<file path="src/rtl/pc_fetch_unit.sv">
// pc_fetch_unit: program counter, instruction register and next-PC selection for the load/store FSM
module pc_fetch_unit #(
  parameter logic [15:0] RESET_PC = 16'h0000,
  parameter logic [15:0] IR_RESET = 16'h0000
) (
  input  logic        clk,
  input  logic        reset,
  input  logic        pc_en,
  input  logic        ir_load,
  input  logic [15:0] ram_dout,
  input  logic [1:0]  br_kind,
  input  logic [3:0]  cond,
  input  logic [7:0]  disp,
  input  logic [15:0] target,
  input  logic [4:0]  flags_in,
  output logic [15:0] pc_out,
  output logic [15:0] instr_out,
  output logic [15:0] link_addr,
  output logic        taken,
  output logic [15:0] retired
);
  logic [15:0] pc_q, pc_d, ir_q, ir_d, retired_q, retired_d, seq, rel, next_pc;
  logic        taken_q, taken_d, cond_true, redirect;
  logic        c, l, f, z, n;
  logic [15:0] cond_vec;
  // condition evaluation and next-PC selection
  always_comb begin
    {c, l, f, z, n} = flags_in;
    cond_vec  = {1'b0, 1'b1, n | z, !n & !z, l | z, !l & !z, !f, f, !n, n, !l, l, !c, c, !z, z};
    cond_true = cond_vec[cond];
    seq       = pc_q + 16'd1;
    rel       = pc_q + {{8{disp[7]}}, disp};
    redirect  = (br_kind == 2'b11) || ((br_kind[0] ^ br_kind[1]) && cond_true);
    next_pc   = !redirect ? seq : (br_kind == 2'b01) ? rel : target;
    pc_d      = pc_en ? next_pc : pc_q;
    taken_d   = pc_en && redirect;
    retired_d = pc_en ? retired_q + 16'd1 : retired_q;
    ir_d      = ir_load ? ram_dout : ir_q;
  end
  // state registers with asynchronous active-low reset
  always_ff @(posedge clk or negedge reset) begin
    if (!reset) begin
      pc_q      <= RESET_PC;
      ir_q      <= IR_RESET;
      taken_q   <= 1'b0;
      retired_q <= 16'd0;
    end else begin
      pc_q      <= pc_d;
      ir_q      <= ir_d;
      taken_q   <= taken_d;
      retired_q <= retired_d;
    end
  end
  assign pc_out    = pc_q;
  assign instr_out = ir_load ? ram_dout : ir_q;
  assign link_addr = seq;
  assign taken     = taken_q;
  assign retired   = retired_q;
endmodule

</file>
<file path="config.mk">
export PLATFORM = sky130hd
export DESIGN_NAME = pc_fetch_unit
export DESIGN_NICKNAME = d
export VERILOG_FILES = /design/src/rtl/pc_fetch_unit.sv
export SDC_FILE = /design/constraint.sdc
export NUM_CORES = 1
export LEC_CHECK = 0
export ABC_AREA = 1
export CAP_MARGIN = 0
export CELL_PAD_IN_SITES_DETAIL_PLACEMENT = 0
export CELL_PAD_IN_SITES_GLOBAL_PLACEMENT = 1
export CORE_MARGIN = 2
export CORE_UTILIZATION = 25
export CTS_CLUSTER_SIZE = 8
export DETAILED_ROUTE_END_ITERATION = 6
export DONT_BUFFER_PORTS = 1
export GPL_TIMING_DRIVEN = 0
export PLACE_DENSITY_LB_ADDON = 0.05
export RECOVER_POWER = 100
export SYNTH_ARGS = -nofsm -noshare
export SYNTH_HDL_FRONTEND = slang
export SYNTH_SLANG_ARGS = --single-unit
</file>
<file path="constraint.sdc">
create_clock -name clk -period 2.1 [get_ports clk]
set_input_delay 0.525 -clock clk [delete_from_list [all_inputs] [get_ports clk]]
set_output_delay 0.525 -clock clk [all_outputs]
set_load 0.01 [all_outputs]
</file>
==> reports/qor.yml <==
status:
  status: "complete, but fails checks"
  failed_checks: "setup timing"
floorplanning:
  io_pins: 120
  std_cell_rows: 45
  die-area_um2: 16250
  core_um2: 15030
  start_util_pct: 25.36
  die_y_um: 127.5
  die_width_um: 127.5
detailed_routing:
  drt_drc_violations_left: 0
  vias_per_cell: 4.622
  drt_pass1_iterations: 4
  antenna_left: 0
  dr_total_vias: 3291
  wire_per_inst_um: 17.33
  first_iter_violations: 76
  drt-total-wl_um: 12340
logic_synthesis:
  synth_cell_type_count: 34
  ys_seq_area_share_pct: 32.16
  synthTopCellsByArea: "dfrtp_1 (32%), nand2_1 (16%), nand3_1 (6.8%)"
  ys.warnings.count: 0
  syn_avg_cell_area_um2: 7.446
  syn_nets: 587
  syn_area_um2: 3812
  yosys.area.top_type: "dfrtp_1"
  synth-seq-cells: 49
  synthCells: 512
  synth_top_area_share_pct: 32.16
cells_and_area:
  final_cells: 712
  n_antenna_cell: 0
  final_nets: 598
  syn_to_final_growth_pct: 14.60
  fillers: 1674
  final_layout_size_suffix_gt1_share_pct: 14.69
sta:
  drv_slew: 0
  worst_pin_slew_ns: 1.287
  min_period_over_period_pct: 101.5
  skew_ns: 0.004450
  setup_viol: 2
  relSlewSlack_pct: 14.23
  finalCriticalPeriod_ns: 2.132
  hold_viol: 0
  fmax_mhz: 469.1
  worst_slack_ns: -0.03194
  rsz0062_at_grt: "yes"
global_route:
  grt_max_degree: 50
  antenna_found_initial: 0
  groute.usage.overall_pct: 15.39
  grt_pass1_vias: 3450
  gr-total-overflow: 0
  grt_first_pass_wirelength_um: 19260
clock_tree:
  cts_tree: "yes"
  cts_max_level: 2
  insertion_delay_ns: 0.29
  clk_path_buf_depth: 2
  cts-root-buf: "clkbuf_16"
  clkTransAtPathRegs_ns: 0.07
  clock-sinks: 49
  cts_made_buffers: 5
pwr:
  ir_drop_uv: 318.3
  p_per_area_nw_per_um2: 917.4
  p_leak_nw: 2.155
  finalPower_mw: 4.008
critical_path:
  crit_arrival_ns: 1.61
  worstSetupPathType: "reg2out"
  critPathCaptureType: "primary output"
  worstPathMaxFanout: 6
  cp-start-kind: "register"
  crit_required_ns: 1.57
placed_design:
  place_inst: 700
  pre_cts_ws_ns: -0.1537
  dp_hpwl_um: 9856
  portBuffers: 0
  gp_congestion: 0.7815
hold_path:
  holdCritPathClass: "in2reg"
flow_run:
  drv_cap: 0
## area by class of cell
cell class | count | area (µm²) | area share, %
multi-input combinational | 386 | 2379 | 54.44
sequential | 49 | 1241 | 28.41
inverter | 63 | 239.0 | 5.470
tap | 188 | 235.2 | 5.384
clock buffer | 7 | 142.6 | 3.265
buffer | 14 | 75.07 | 1.718
clock inverter | 1 | 30.03 | 0.6873
timing repair buffer | 4 | 27.53 | 0.6300
## final timing paths
| kind | start | to | slack (ns) | cells past startpoint |
|---|---|---|---|---|
| min in group asynchronous | reset | pc_out[0]$_DFFE_PN0P_ | 0.52 | 1 |
| setup / recovery | pc_out[5]$_DFFE_PN0P_ | link_addr[12] | -0.03 | 4 |
| hold / removal | ram_dout[11] | ir_q[11]$_DFF_PN0_ | 0.45 | 1 |
| setup reg to reg | pc_out[2]$_DFFE_PN0P_ | pc_out[15]$_DFFE_PN0P_ | 0.04 | 11 |
| max in group asynchronous | reset | pc_out[11]$_DFFE_PN0P_ | 0.73 | 1 |
| hold reg to reg | retired[15]$_DFFE_PN0P_ | retired[15]$_DFFE_PN0P_ | 0.53 | 1 |
## timing repair
item,CTS,global route
hold endpoints to repair,49,0
setup buffers,2,1
hold buffers,1,0
endpoints found under the setup margin,22,22
pin swaps,8,5
gates resized for setup,40,9
## synthesized netlist by cell type, drive strengths merged
cell type	count
inv	61
or2	1
nand4	27
buf	8
ha	19
clkinv	2
mux2	16
nand3	66
nor3	7
and2	3
clkbuf	6
o21ai	3
dfrtp	49
a21oi	10
xnor2	12
nand3b	5
fa	1
nand2	163
xor2	19
nor2	34
## sequential cells by signal (all words and copies together), names as in the netlist
register / cells
taken: 1
ir_q: 16
retired: 16
pc_out: 16
## metal layers
metal | part of all wire (%) | track usage (%) | wire length [µm] | up-vias
met4 | 1.7 | 4.008 | 209 | 0
met3 | 5.4 | 3.224 | 664 | 12
met2 | 50 | 28.25 | 6119 | 95
met1 | 43 | 18.17 | 5346 | 1510
met5 | 0 | 0 | 0 | -
li1 | - | - | - | 1674
## cell usage in the layout, fill, tap and decap left out, types with 3 or more instances in the layout
master / netlist / routed
dfrtp_2: 0 / 12
mux2_1: 0 / 15
xnor2_1: 12 / 8
nand4_1: 26 / 27
nand3b_1: 5 / 5
inv_1: 55 / 55
nor3_1: 3 / 3
xor2_2: 0 / 4
clkbuf_16: 0 / 5
nand3_2: 13 / 10
buf_4: 2 / 4
ha_4: 0 / 3
xor2_1: 19 / 15
nand2_2: 2 / 5
nand2_1: 160 / 153
ha_1: 19 / 14
nand2_4: 1 / 5
a21oi_1: 9 / 10
xnor2_2: 0 / 4
nand3_1: 52 / 55
dfrtp_1: 49 / 37
inv_2: 6 / 6
nor2_1: 28 / 31
clkbuf_1: 6 / 9
## critical path: stages (launching register included)
cell and delay [ns]:
dfrtp_2 0.54, nand2_1 0.12, nor2_1 0.20, nand3b_1 0.16
xor2_2 0.29
## through the flow
| stage | util, % | setup TNS (ns) | hold WS (ns) | instance area [µm²] |
|---|---|---|---|---|
| final | 29.06 | -0.06085 | 0.4512 | 4369 |
| after CTS | 29.38 | -0.3342 | 0.09604 | 4417 |
| after global routing | 29.06 | -1.634 | 0.4391 | 4369 |
| after detailed placement | 26.92 | -1.452 | 0.2306 | 4048 |
| after global placement | 26.92 | -1.456 | 0.2307 | 4048 |
| after floorplan | - | 0 | 0.2294 | 3812 |
## kinds of logic after synthesis
kind of cell             Yosys count  synth area share, %
AND/OR/NAND/NOR                  306                39.12
buffers and inverters             77                8.303
flip-flops                        49                32.16
XOR/XNOR                          31                7.122
adder cells (fa/ha/maj)           20                6.761
multiplexers                      16                4.726
AO/OA/AOI/OAI                     13                1.805
## report_power, final
group	total, mW	switching, mW	internal, mW	leakage, nW
Clock	0.944	0.348	0.595	0.0841
Sequential	1.55	0.424	1.13	0.592
Combinational	1.51	0.942	0.568	1.48
Total	4.01	1.71	2.29	2.16
(Power assumes the default switching activity.)
